## src/rtl/lvds_frame_pkg.sv

```systemverilog
// rtl/lvds_frame_pkg.sv - shared state type, default preamble words and counter widths
package lvds_frame_pkg;

   typedef enum logic [1:0] {
      HUNT    = 2'd0,
      PAYLOAD = 2'd1,
      CHECK   = 2'd2
   } state_t;

   localparam logic [15:0] DEF_FILL_WORD = 16'hFFFF;
   localparam logic [15:0] DEF_SYNC_WORD = 16'hAAAA;
   localparam int          FRAME_CNT_W   = 16;
   localparam int          ERR_CNT_W     = 8;
   localparam int          WORD_CNT_W    = 16;

endpackage

```

## src/rtl/lvds_preamble_det.sv

```systemverilog
// rtl/lvds_preamble_det.sv - lane-0 fill run counter with sync-word compare
// o_hit is a single-cycle strobe when SYNC_WORD follows at least FILL_CNT fill words.
module lvds_preamble_det
   import lvds_frame_pkg::*;
#(
   parameter int                DATA_W    = 16,
   parameter int                FILL_CNT  = 2,
   parameter logic [DATA_W-1:0] FILL_WORD = DATA_W'(DEF_FILL_WORD),
   parameter logic [DATA_W-1:0] SYNC_WORD = DATA_W'(DEF_SYNC_WORD)
) (
   input  logic              i_clk,
   input  logic              i_rst,
   input  logic [DATA_W-1:0] i_word,
   input  logic              i_en,
   input  logic              i_clr,
   output logic              o_hit
);
   localparam int           FW      = (FILL_CNT < 1) ? 1 : $clog2(FILL_CNT + 1);
   localparam logic [FW-1:0] FILL_MAX = FW'(FILL_CNT);

   logic [FW-1:0] r_fill;

   assign o_hit = i_en && !i_clr && (i_word == SYNC_WORD) && (r_fill == FILL_MAX);

   // Saturating run length; any non-fill word (sync included) restarts the hunt.
   always_ff @(posedge i_clk or posedge i_rst) begin
      if (i_rst) begin
         r_fill <= '0;
      end else if (!i_en || i_clr || (i_word != FILL_WORD)) begin
         r_fill <= '0;
      end else if (r_fill != FILL_MAX) begin
         r_fill <= r_fill + 1'b1;
      end
   end

endmodule

```

## src/rtl/lvds_frame_rx.sv

```systemverilog
// rtl/lvds_frame_rx.sv - multi-lane LVDS frame receiver: preamble hunt, payload stream, counters
// Define LVDS_FRAME_CHECKSUM_EN to expect a per-lane wrapping-sum trailer after each payload.
module lvds_frame_rx
   import lvds_frame_pkg::*;
#(
   parameter int                DATA_W      = 16,
   parameter int                NUM_CH      = 1,
   parameter int                FILL_CNT    = 2,
   parameter logic [DATA_W-1:0] FILL_WORD   = DATA_W'(DEF_FILL_WORD),
   parameter logic [DATA_W-1:0] SYNC_WORD   = DATA_W'(DEF_SYNC_WORD),
   parameter int                PAYLOAD_LEN = 64
) (
   input  logic                     lvds_clk,
   input  logic                     rst,
   input  logic                     en,
   input  logic [NUM_CH*DATA_W-1:0] lvds_ch,
   output logic                     out_valid,
   output logic [NUM_CH*DATA_W-1:0] out_data,
   output logic                     out_sof,
   output logic                     out_eof,
   output logic                     out_abort,
`ifdef LVDS_FRAME_CHECKSUM_EN
   output logic                     out_crc_ok,
`endif
   output logic [FRAME_CNT_W-1:0]   frame_cnt,
   output logic [ERR_CNT_W-1:0]     err_cnt
);
   localparam logic [WORD_CNT_W-1:0] LAST_IDX = WORD_CNT_W'(PAYLOAD_LEN - 1);

   state_t                   r_state, w_state_nx;
   logic [NUM_CH*DATA_W-1:0] r_s1;
   logic [WORD_CNT_W-1:0]    r_cnt, w_cnt_nx;
   logic                     w_hit, w_det_clr;
   logic                     w_valid_nx, w_sof_nx, w_eof_nx, w_abort_nx;
   logic                     w_frame_inc, w_err_inc;

   assign w_det_clr = (r_state != HUNT);

   lvds_preamble_det #(
      .DATA_W    (DATA_W),
      .FILL_CNT  (FILL_CNT),
      .FILL_WORD (FILL_WORD),
      .SYNC_WORD (SYNC_WORD)
   ) u_det (
      .i_clk  (lvds_clk),
      .i_rst  (rst),
      .i_word (r_s1[DATA_W-1:0]),
      .i_en   (en),
      .i_clr  (w_det_clr),
      .o_hit  (w_hit)
   );

`ifdef LVDS_FRAME_CHECKSUM_EN
   logic [NUM_CH-1:0][DATA_W-1:0] r_sum;
   logic                          w_sum_ok, w_crc_ok_nx;

   always_ff @(posedge lvds_clk or posedge rst) begin
      if (rst) begin
         r_sum <= '0;
      end else if (w_hit) begin
         r_sum <= '0;
      end else if (r_state == PAYLOAD) begin
         for (int k = 0; k < NUM_CH; k++)
            r_sum[k] <= r_sum[k] + r_s1[k*DATA_W +: DATA_W];
      end
   end

   // In CHECK, S1 holds the trailer word of every lane.
   always_comb begin
      w_sum_ok = 1'b1;
      for (int k = 0; k < NUM_CH; k++)
         if (r_s1[k*DATA_W +: DATA_W] != r_sum[k]) w_sum_ok = 1'b0;
   end
`endif

   always_comb begin
      w_state_nx  = r_state;
      w_cnt_nx    = r_cnt;
      w_valid_nx  = 1'b0;
      w_sof_nx    = 1'b0;
      w_eof_nx    = 1'b0;
      w_abort_nx  = 1'b0;
      w_frame_inc = 1'b0;
      w_err_inc   = 1'b0;
`ifdef LVDS_FRAME_CHECKSUM_EN
      w_crc_ok_nx = 1'b0;
`endif
      case (r_state)
         HUNT: begin
            if (w_hit) begin
               w_state_nx = PAYLOAD;
               w_cnt_nx   = '0;
            end
         end
         PAYLOAD: begin
            if (!en) begin
               w_state_nx = HUNT;
               w_abort_nx = 1'b1;
               w_err_inc  = 1'b1;
            end else begin
               w_valid_nx = 1'b1;
               w_sof_nx   = (r_cnt == '0);
               w_cnt_nx   = r_cnt + 1'b1;
               if (r_cnt == LAST_IDX) begin
                  w_eof_nx    = 1'b1;
`ifdef LVDS_FRAME_CHECKSUM_EN
                  w_state_nx  = CHECK;
`else
                  w_state_nx  = HUNT;
                  w_frame_inc = 1'b1;
`endif
               end
            end
         end
`ifdef LVDS_FRAME_CHECKSUM_EN
         CHECK: begin
            w_state_nx = HUNT;
            if (en && w_sum_ok) begin
               w_crc_ok_nx = 1'b1;
               w_frame_inc = 1'b1;
            end else begin
               w_abort_nx = 1'b1;
               w_err_inc  = 1'b1;
            end
         end
`endif
         default: w_state_nx = HUNT;
      endcase
   end

   always_ff @(posedge lvds_clk or posedge rst) begin
      if (rst) begin
         r_s1       <= '0;
         r_state    <= HUNT;
         r_cnt      <= '0;
         out_valid  <= 1'b0;
         out_data   <= '0;
         out_sof    <= 1'b0;
         out_eof    <= 1'b0;
         out_abort  <= 1'b0;
         frame_cnt  <= '0;
         err_cnt    <= '0;
`ifdef LVDS_FRAME_CHECKSUM_EN
         out_crc_ok <= 1'b0;
`endif
      end else begin
         r_s1      <= lvds_ch;
         r_state   <= w_state_nx;
         r_cnt     <= w_cnt_nx;
         out_valid <= w_valid_nx;
         out_sof   <= w_sof_nx;
         out_eof   <= w_eof_nx;
         out_abort <= w_abort_nx;
`ifdef LVDS_FRAME_CHECKSUM_EN
         out_crc_ok <= w_crc_ok_nx;
`endif
         if (w_valid_nx) out_data <= r_s1;
         if (w_frame_inc) frame_cnt <= frame_cnt + 1'b1;
         if (w_err_inc && (err_cnt != '1)) err_cnt <= err_cnt + 1'b1;
      end
   end

endmodule

```

## config.mk

```make
export PLATFORM = sky130hd
export DESIGN_NAME = lvds_frame_rx
export DESIGN_NICKNAME = d
export VERILOG_FILES = /design/src/rtl/lvds_frame_pkg.sv /design/src/rtl/lvds_preamble_det.sv /design/src/rtl/lvds_frame_rx.sv
export SDC_FILE = /design/constraint.sdc
export NUM_CORES = 1
export LEC_CHECK = 0
export BUFFER_PORTS_ARGS = -buffer_cell sky130_fd_sc_hd__buf_4
export CORE_UTILIZATION = 45
export DETAILED_ROUTE_END_ITERATION = 8
export PLACE_DENSITY = 0.69
export SLEW_MARGIN = 20
export SYNTH_ARGS = -nofsm -noshare
export SYNTH_HDL_FRONTEND = slang
export SYNTH_SLANG_ARGS = --single-unit
```

## constraint.sdc

```tcl
create_clock -name lvds_clk -period 7.9 [get_ports lvds_clk]
set_input_delay 1.58 -clock lvds_clk [delete_from_list [all_inputs] [get_ports lvds_clk]]
set_output_delay 1.58 -clock lvds_clk [all_outputs]
set_load 0.02 [all_outputs]
```

==> results of run 1 <==
## cells by family (layout without fill, tap and decap cells)
family	Yosys count	count (layout)	share of synthesized area [%]
AND/OR/NAND/NOR	163	163	24.2
flip-flops	79	79	60.2
XOR/XNOR	33	33	8.80
buffers and inverters	16	87	1.83
AO/OA/AOI/OAI	9	9	1.71
adder cells (fa/ha/maj)	5	5	1.91
multiplexers	4	4	1.33
## worst max-delay path, cell delays in order
cell,delay (ns)
buf_4,0.13
nand2_4,0.15
or4_4,0.53
o31a_1,0.31
o21ba_1,0.18
## metal layers
metal	wire length, um	up-vias	part of all wire (%)	GRT usage [%]
met5	0	-	0	0
met1	2890	1171	44	25.1
met3	306	14	4.6	4.45
met4	150	0	2.3	9.54
met2	3290	79	50	30.2
li1	-	1180	-	-
## registers in the layout, indices dropped and copies added (netlist names)
name and flops:
out_sof 1, out_data 16, out_abort 1, r_cnt 16
out_eof 1, u_det.r_fill 2, frame_cnt 16, r_s1 16
r_state 1, out_valid 1, err_cnt 8
## cell usage in the layout, fill, tap and decap left out, types with 4 or more instances in the layout
cell	instances
and3_1	6
and4_1	4
buf_4	63
clkbuf_8	10
dfrtp_1	79
ha_1	5
inv_1	8
nand2_1	66
nand3_1	17
nand4_1	12
nor2_1	27
nor3_1	9
nor4_1	9
xnor2_1	22
xor2_1	11
## power by group
part / internal (uW) / total, uW / switching [uW]
clock network: 185 / 329 / 144
registers: 408 / 411 / 2.98
logic: 6.48 / 15.8 / 9.27
## worst max-delay path by stage
| stage | startpoint | to | slack, ns | depth (start not counted) |
|---|---|---|---|---|
| 5_1_grt | en | r_cnt[15] | 5.14 | 5 |
| 6_report | en | r_cnt[15] | 5.27 | 5 |
| 3_5_place_dp | en | r_cnt[15] | 4.89 | 5 |
| 4_1_cts | en | r_cnt[15] | 5.27 | 5 |
| 2_1_floorplan | rst | err_cnt[0] | 4.30 | 1 |
| 3_3_place_gp | en | r_cnt[15] | 4.93 | 5 |
## per-stage QoR
stage	setup slack (ns)	util, %	power, uW
detailed placement	4.89	55.7	436
global route	5.14	58.9	787
CTS	5.27	58.9	763
finish	5.27	58.9	756
global placement	4.93	55.7	436
floorplan	4.30	-	425
## final cells by class
type	instances	area (um2)	share of cell area (%)
Sequential cell	79	1980	48.6
Multi-Input combinational cell	214	1250	30.6
Timing Repair Buffer	63	473	11.6
Clock buffer	10	138	3.38
Tap cell	96	120	2.95
Clock inverter	5	81.3	2.00
Inverter	9	33.8	0.830
==> flow_summary.toml, run 1 <==
[logic_synthesis]
synth_cell_types = 31
yosys_warnings = 0
synth.top_cells.by_count = "dfrtp_1 (79), nand2_1 (66), nor2_1 (27)"
async_flop_share_pct = 100
syn-num-nets = 333
synth_top_cell_by_area = "dfrtp_1"
yosysMostFrequentCell = "dfrtp_1"
synthCells = 309
netlist_area_mm2 = 0.00328
postSynthAreaPerCell_um2 = 10.6
yosysSeqAreaShare_pct = 60.2
synth_enable_flop_cells = 0
synth.area.top_cells = "dfrtp_1 (60%), nand2_1 (7.5%), xnor2_1 (5.9%)"
synthFlopType = "dfrtp_1"
ys_ff_latch = 79
synth_top_area_share_pct = 60.2

[sta]
finalCritPeriodShare_pct = 33.3
setup_viol = 0
final_hold_viol_count = 0
relSlewSlack_pct = 36.2
fmax_mhz = 380
hold_ws_ns = 0.472
drv_slew = 0
finalSetupTns_ns = 0
min_period_ns = 2.63
worst_pin_slew_ns = 0.957
skew_ns = 0.00934
rsz0062_at_grt = "false"

[clock_network]
clock-sinks = 79
hold_buffers = 0
htree_levels = 3
path_clk_slew_ns = 0.08
ctsResizeCount = 0
cts_made_buffers = 9
cts_tree = "yes"
clock_path_buffers = 2
cts_setup_buffers = 0
clock_latency_ns = 0.35
root_buffer = "clkbuf_8"

[critical_path]
r2r_end = "frame_cnt[1]"
regToRegSetupSlack_ns = 5.79
critPathMaxFanout = 19
cp-end-kind = "register"
r2r_cells = 4
cp.required_ns = 8.14
crit_arrival_ns = 2.88
critPathKind = "in -> reg"
r2r_start = "r_cnt[6]"
start_kind = "input pin"

[power_and_ir_drop]
power_density_mw_per_mm2 = 186
irDropWorstVdd_mv = 0.133
power.leakage_uw = 0.00206

[global_routing]
grtUsageTotal_pct = 19.2
antenna_found_initial = 0
grt_pass1_vias = 2341
grt_max_degree = 80
grt_pass1_wl_um = 10900
grt.overflow.total = 0

[drt]
route.detailed.drc = 0
vias_per_cell = 5.13
wirelength_um = 6630
wl_per_cell_um = 13.9
ant_nets = 0
drtIter0Drc = 177
vias = 2444
drtPass1Iterations = 4

[min_path]
min_path_type = "reg -> reg"
holdPathStages = 2
holdPathEnd = "out_data[13]"
hp-start = "r_s1[13]"

[floorplanning]
dieWidth_um = 87.4
die-area_mm2 = 0.00764
boundaryPins = 63
initial_core_util_pct = 47.5
die_h_um = 87.4
rows = 30
core_mm2 = 0.00691

[outcome]
status = "complete, no violations"

[cells_and_area]
diodes = 0
finalNetCount = 400
final_cell_area_mm2 = 0.00407
final_cells = 476
fillers = 622
drive_above_1_share_pct = 22.1
area_delta_synth_final_pct = 23.9

[placement]
placed_cells = 461
dp_hpwl_um = 4440
finalWeightedCongestion = 0.781
numPortBuffers = 62
placed_area_mm2 = 0.00385

[job]
cap_viol_max_count = 0
Power figures use the tool's default switching activity.
==> run 2, diff against run 1 <==
clock period = 2.55 ns   (was 7.9 ns; I/O delays follow)
==> run 2 against run 1 <==
Effect of this change: clock power grew to 3.1 times the previous value; register-to-register slack worse by 5.2 ns; critical endpoint is now frame_cnt[1]; worst setup slack lost 4.7 ns; clock-buffer cell count is 1 higher; total power rose to 3.1 times the previous value; sequential power increased to 3.1 times the previous value; worst hold slack worse by 0.25 ns; clock skew down 0.0032 ns.
==> flow_summary.toml, run 2 (synthesized netlist as in run 1, its figures left out) <==
[outcome]
status = "complete, no violations"

[global_routing]
antenna_found_initial = 0
grt_pass1_wl_um = 11000
grtUsageTotal_pct = 19.1
grt_max_degree = 80
grt_pass1_vias = 2392
grt.overflow.total = 0

[placement]
dp_hpwl_um = 4500
dp_slack_ns = 0.618
numPortBuffers = 62
finalWeightedCongestion = 0.894

[critical_path]
crit_family = "simple AND/OR/NAND/NOR gates"
cp-end-kind = "register"
slowest_delay_ns = 0.45
crit_arrival_ns = 2.20
cp_cell_sequence = "nor4_1 -> nand3_1 -> nor2_1 -> mux2_1"
critPathKind = "reg -> reg"
cp.required_ns = 2.79
critPathMaxFanout = 10
start_kind = "register"
critPathBufInv = 0
cp_slowest_cell = "dfrtp_1"

[sta]
fin_ws_ns = 0.592
worst_pin_slew_ns = 0.708
hold_ws_ns = 0.220
final_hold_viol_count = 0
finalCritPeriodShare_pct = 76.8
finalSetupTns_ns = 0
drv_slew = 0
rsz0062_at_grt = "false"
fmax_mhz = 511
relSlewSlack_pct = 52.8
skew_ns = 0.00616
setup_viol = 0
min_period_ns = 1.96

[clock_network]
root_buffer = "clkbuf_8"
cts_setup_buffers = 0
cts_made_buffers = 9
clock_path_buffers = 2
hold_buffers = 0
cts_tree = "yes"
clock-sinks = 79
path_clk_slew_ns = 0.08
htree_levels = 3
ctsResizeCount = 0
clock_latency_ns = 0.35

[floorplanning]
initial_core_util_pct = 47.5
boundaryPins = 63
die_h_um = 87.4
core_mm2 = 0.00691
rows = 30
die-area_mm2 = 0.00764
dieWidth_um = 87.4

[drt]
vias = 2396
drtPass1Iterations = 4
ant_nets = 0
route.detailed.drc = 0
drtIter0Drc = 229
wirelength_um = 6520
wl_per_cell_um = 13.7
vias_per_cell = 5.02

[min_path]
min_path_type = "in -> async"

[power_and_ir_drop]
finalPower_uw = 2350
irDropWorstVdd_mv = 0.369
power.leakage_uw = 0.00206
power_density_mw_per_mm2 = 576

[cells_and_area]
area_delta_synth_final_pct = 24.4
finalNetCount = 400
drive_above_1_share_pct = 22.0
diodes = 0
mostFrequentLayoutCell = "dfrtp_1"
layout_common_cells = "dfrtp_1 (79), nand2_1 (66), buf_4 (62), nor2_1 (27), xnor2_1 (22)"

[job]
cap_viol_max_count = 0
run 2: changes by cell type in the layout (fill, tap and decap cells not counted), sizes merged:
cell,change
clkinv,+1
clkbuf,+1
inv,-1
run 2: worst paths after layout:
kind                       startpoint       endpoint  slack, ns  depth (start not counted)
min                               rst        r_s1[7]       0.22                          3
min reg2reg                   r_s1[1]    out_data[1]       0.47                          2
min in group lvds_clk      lvds_ch[3]        r_s1[3]       0.26                          1
max                          r_cnt[6]   frame_cnt[1]       0.59                          4
max in group asynchronous         rst  frame_cnt[15]       1.98                          3
max reg2reg                  r_cnt[6]   frame_cnt[1]       0.59                          4
run 2: per-layer routing:
metal	GRT usage [%]	share of wire, %
met5	0	0
met4	10.9	2.5
met3	3.70	3.8
met2	29.2	47
met1	25.6	47
run 2: worst register-to-register path: stages (launching register included):
cell and delay [ns]:
dfrtp_1 0.45, nor4_1 0.34, nand3_1 0.38, nor2_1 0.32, mux2_1 0.35
run 2: cell type report:
cell class                      count  area, um2
Clock buffer                       11        141
Clock inverter                      5       81.3
Fill cell                         621       2820
Inverter                            9       33.8
Multi-Input combinational cell    214       1250
Sequential cell                    79       1980
Tap cell                           96        120
Timing Repair Buffer               63        485
run 2: stage by stage:
stage / area (um2) / util, % / cells
2_1_floorplan: 3280 / - / 309
3_3_place_gp: 3860 / 55.9 / 461
3_5_place_dp: 3860 / 55.9 / 461
4_1_cts: 4090 / 59.1 / 477
5_1_grt: 4090 / 59.1 / 477
6_report: 4090 / 59.1 / 477
run 2: where the power goes:
group          switching, uW  total [uW]  internal, uW
registers               8.94        1270          1260
logic                   29.8        52.2          22.4
clock network            448        1030           578
total                    487        2350          1860
==> run 3, diff against run 2 <==
ABC_AREA = 1   (was not set)
PLACE_DENSITY = 0.68   (was 0.69)
clock period = 1.9 ns   (was 2.55 ns; I/O delays follow)
==> run 3 against run 2 <==
Effect of this change: global-route usage is 0.53 points higher; worst setup slack worse by 0.36 ns; synthesized cell count is 55% higher; critical endpoint is now r_cnt[1].
==> flow_summary.toml, run 3 <==
[global_routing]
grtUsageMet2_pct = 30.8
gr-usage-met3_pct = 4.55
grt_max_degree = 80
use_met1_pct = 26.1
grt_pass1_vias = 3010
grt_pass1_wl_um = 13700
antenna_found_initial = 0
grt.busiest_layer = "met2"
grt.overflow.total = 0
grtUsageTotal_pct = 19.6

[job]
cap_viol_max_count = 0

[cells_and_area]
fillers = 762
layout_common_cells = "nand2_1 (159), dfrtp_1 (79), buf_4 (66), nor2_1 (55), inv_1 (42)"
drive_above_1_share_pct = 19.5
diodes = 0
area_delta_synth_final_pct = 20.9
mostFrequentLayoutCell = "nand2_1"
finalNetCount = 574

[sta]
worst_pin_slew_ns = 0.479
setup_viol = 0
min_period_ns = 1.67
rsz0062_at_grt = "false"
finalCritPeriodShare_pct = 87.9
final_hold_viol_count = 0
finalSetupTns_ns = 0
fmax_mhz = 599
fin_ws_ns = 0.229
drv_slew = 0
skew_ns = 0.0132
hold_ws_ns = 0.116
relSlewSlack_pct = 67.9

[critical_path]
cp.required_ns = 2.13
critPathKind = "reg -> reg"
crit_family = "simple AND/OR/NAND/NOR gates"
cp_slowest_cell = "dfrtp_1"
cp-end-kind = "register"
critPathMaxFanout = 11
critPathBufInv = 2
slowest_delay_ns = 0.40
start_kind = "register"
crit_arrival_ns = 1.90
cp_cell_sequence = "inv_1 -> ha_1 -> nand2_1 -> nor2_1 -> inv_1 -> nor2_1 -> nand3_1 -> nand2_1 -> o21ai_0"

[logic_synthesis]
synth_top_area_share_pct = 50.7
synthFlopType = "dfrtp_1"
yosys_warnings = 0
synth_xor_area_share_pct = 4.94
synthCells = 480
yosysSeqAreaShare_pct = 50.7
synth_cell_types = 32
synth.area.top_cells = "dfrtp_1 (51%), nand2_1 (15%), nor2_1 (5.3%)"
synth.top_cells.by_count = "nand2_1 (159), dfrtp_1 (79), nor2_1 (55)"
netlist_area_mm2 = 0.00390
synth_top_family_by_area = "simple AND/OR/NAND/NOR gates"
ys_ff_latch = 79
syn-num-nets = 504
synth_enable_flop_cells = 0
yosysMostFrequentCell = "nand2_1"
synth_compound_area_share_pct = 5.77
postSynthAreaPerCell_um2 = 8.13
async_flop_share_pct = 100
synth_top_cell_by_area = "dfrtp_1"
yosys.area_share.adder_pct = 1.60
yosys.area_share.simple_pct = 30.9
synth_mux_area_share_pct = 0

[clock_network]
clock_path_buffers = 2
clock_latency_ns = 0.36
path_clk_slew_ns = 0.09
ctsResizeCount = 0
cts_tree = "yes"
root_buffer = "clkbuf_8"
cts_made_buffers = 9
clock-sinks = 79
htree_levels = 3
cts_setup_buffers = 0
hold_buffers = 0

[placement]
finalWeightedCongestion = 0.851
numPortBuffers = 62
dp_hpwl_um = 5830
dp_slack_ns = 0.239

[drt]
wl_per_cell_um = 12.3
ant_nets = 0
drtPass1Iterations = 4
vias = 3253
drtIter0Drc = 167
route.detailed.drc = 0
vias_per_cell = 4.93
wirelength_um = 8150

[floorplanning]
boundaryPins = 63
dieWidth_um = 95.1
rows = 33
die_h_um = 95.1
core_mm2 = 0.00830
initial_core_util_pct = 47.0
die-area_mm2 = 0.00905

[power_and_ir_drop]
power_density_mw_per_mm2 = 661
power.leakage_uw = 0.00238
irDropWorstVdd_mv = 0.340

[outcome]
status = "complete, no violations"

[min_path]
min_path_type = "in -> async"
==> run 3: cell families (layout without fill, tap and decap cells) <==
family,Yosys count,count (layout)
AND/OR/NAND/NOR,281,281
buffers and inverters,54,129
flip-flops,79,79
AO/OA/AOI/OAI,39,39
adder cells (fa/ha/maj),5,5
XOR/XNOR,22,22
==> run 3: final cells by class <==
type / instances / area (um2) / area share [%]
Multi-Input combinational cell: 347 / 1680 / 35.7
Inverter: 45 / 180 / 3.82
Tap cell: 105 / 131 / 2.79
Clock inverter: 7 / 83.8 / 1.78
Sequential cell: 79 / 1980 / 41.9
Timing Repair Buffer: 68 / 536 / 11.4
Clock buffer: 9 / 124 / 2.63
==> run 3: routing by layer <==
metal	part of all wire (%)	vias up	wire length, um
li1	-	1654	-
met1	47	1504	3820
met2	47	82	3810
met3	4.6	13	371
met4	1.8	0	149
met5	0	-	0
==> run 3: report_power, final <==
part | total (uW) | leakage (uW) | internal [uW] | switching (uW)
registers | 1710 | 0.000989 | 1700 | 11.5
clock network | 1330 | 0.000103 | 632 | 694
logic | 82.8 | 0.00129 | 33.2 | 49.5
total | 3120 | 0.00238 | 2360 | 755
==> run 3: final timing paths <==
| kind | start | endpoint | slack [ns] | depth (start not counted) |
|---|---|---|---|---|
| max | u_det.r_fill[0] | r_cnt[1] | 0.23 | 9 |
| min | rst | r_cnt[2] | 0.12 | 3 |
| max reg2reg | u_det.r_fill[0] | r_cnt[1] | 0.23 | 9 |
| min reg2reg | out_data[4] | out_data[4] | 0.49 | 2 |
| max in group asynchronous | rst | r_cnt[0] | 1.46 | 3 |
| min in group lvds_clk | lvds_ch[3] | r_s1[3] | 0.12 | 1 |
==> run 3: through the flow <==
stage                     std cells  power (uW)  instance area [um2]  util [%]
after global placement          644        1830                 4510      54.3
after floorplan                 480        1780                 3910         -
after global routing            660        3240                 4720      56.8
after CTS                       660        3160                 4720      56.8
after detailed placement        644        1830                 4510      54.3
final                           660        3120                 4720      56.8
==> run 3: worst reg2reg max path, cell delays in order (launching register included) <==
cell and delay, ns:
dfrtp_1 0.40, inv_1 0.06, ha_1 0.21, nand2_1 0.07, nor2_1 0.12, inv_1 0.05
nor2_1 0.10, nand3_1 0.10, nand2_1 0.29, o21ai_0 0.13
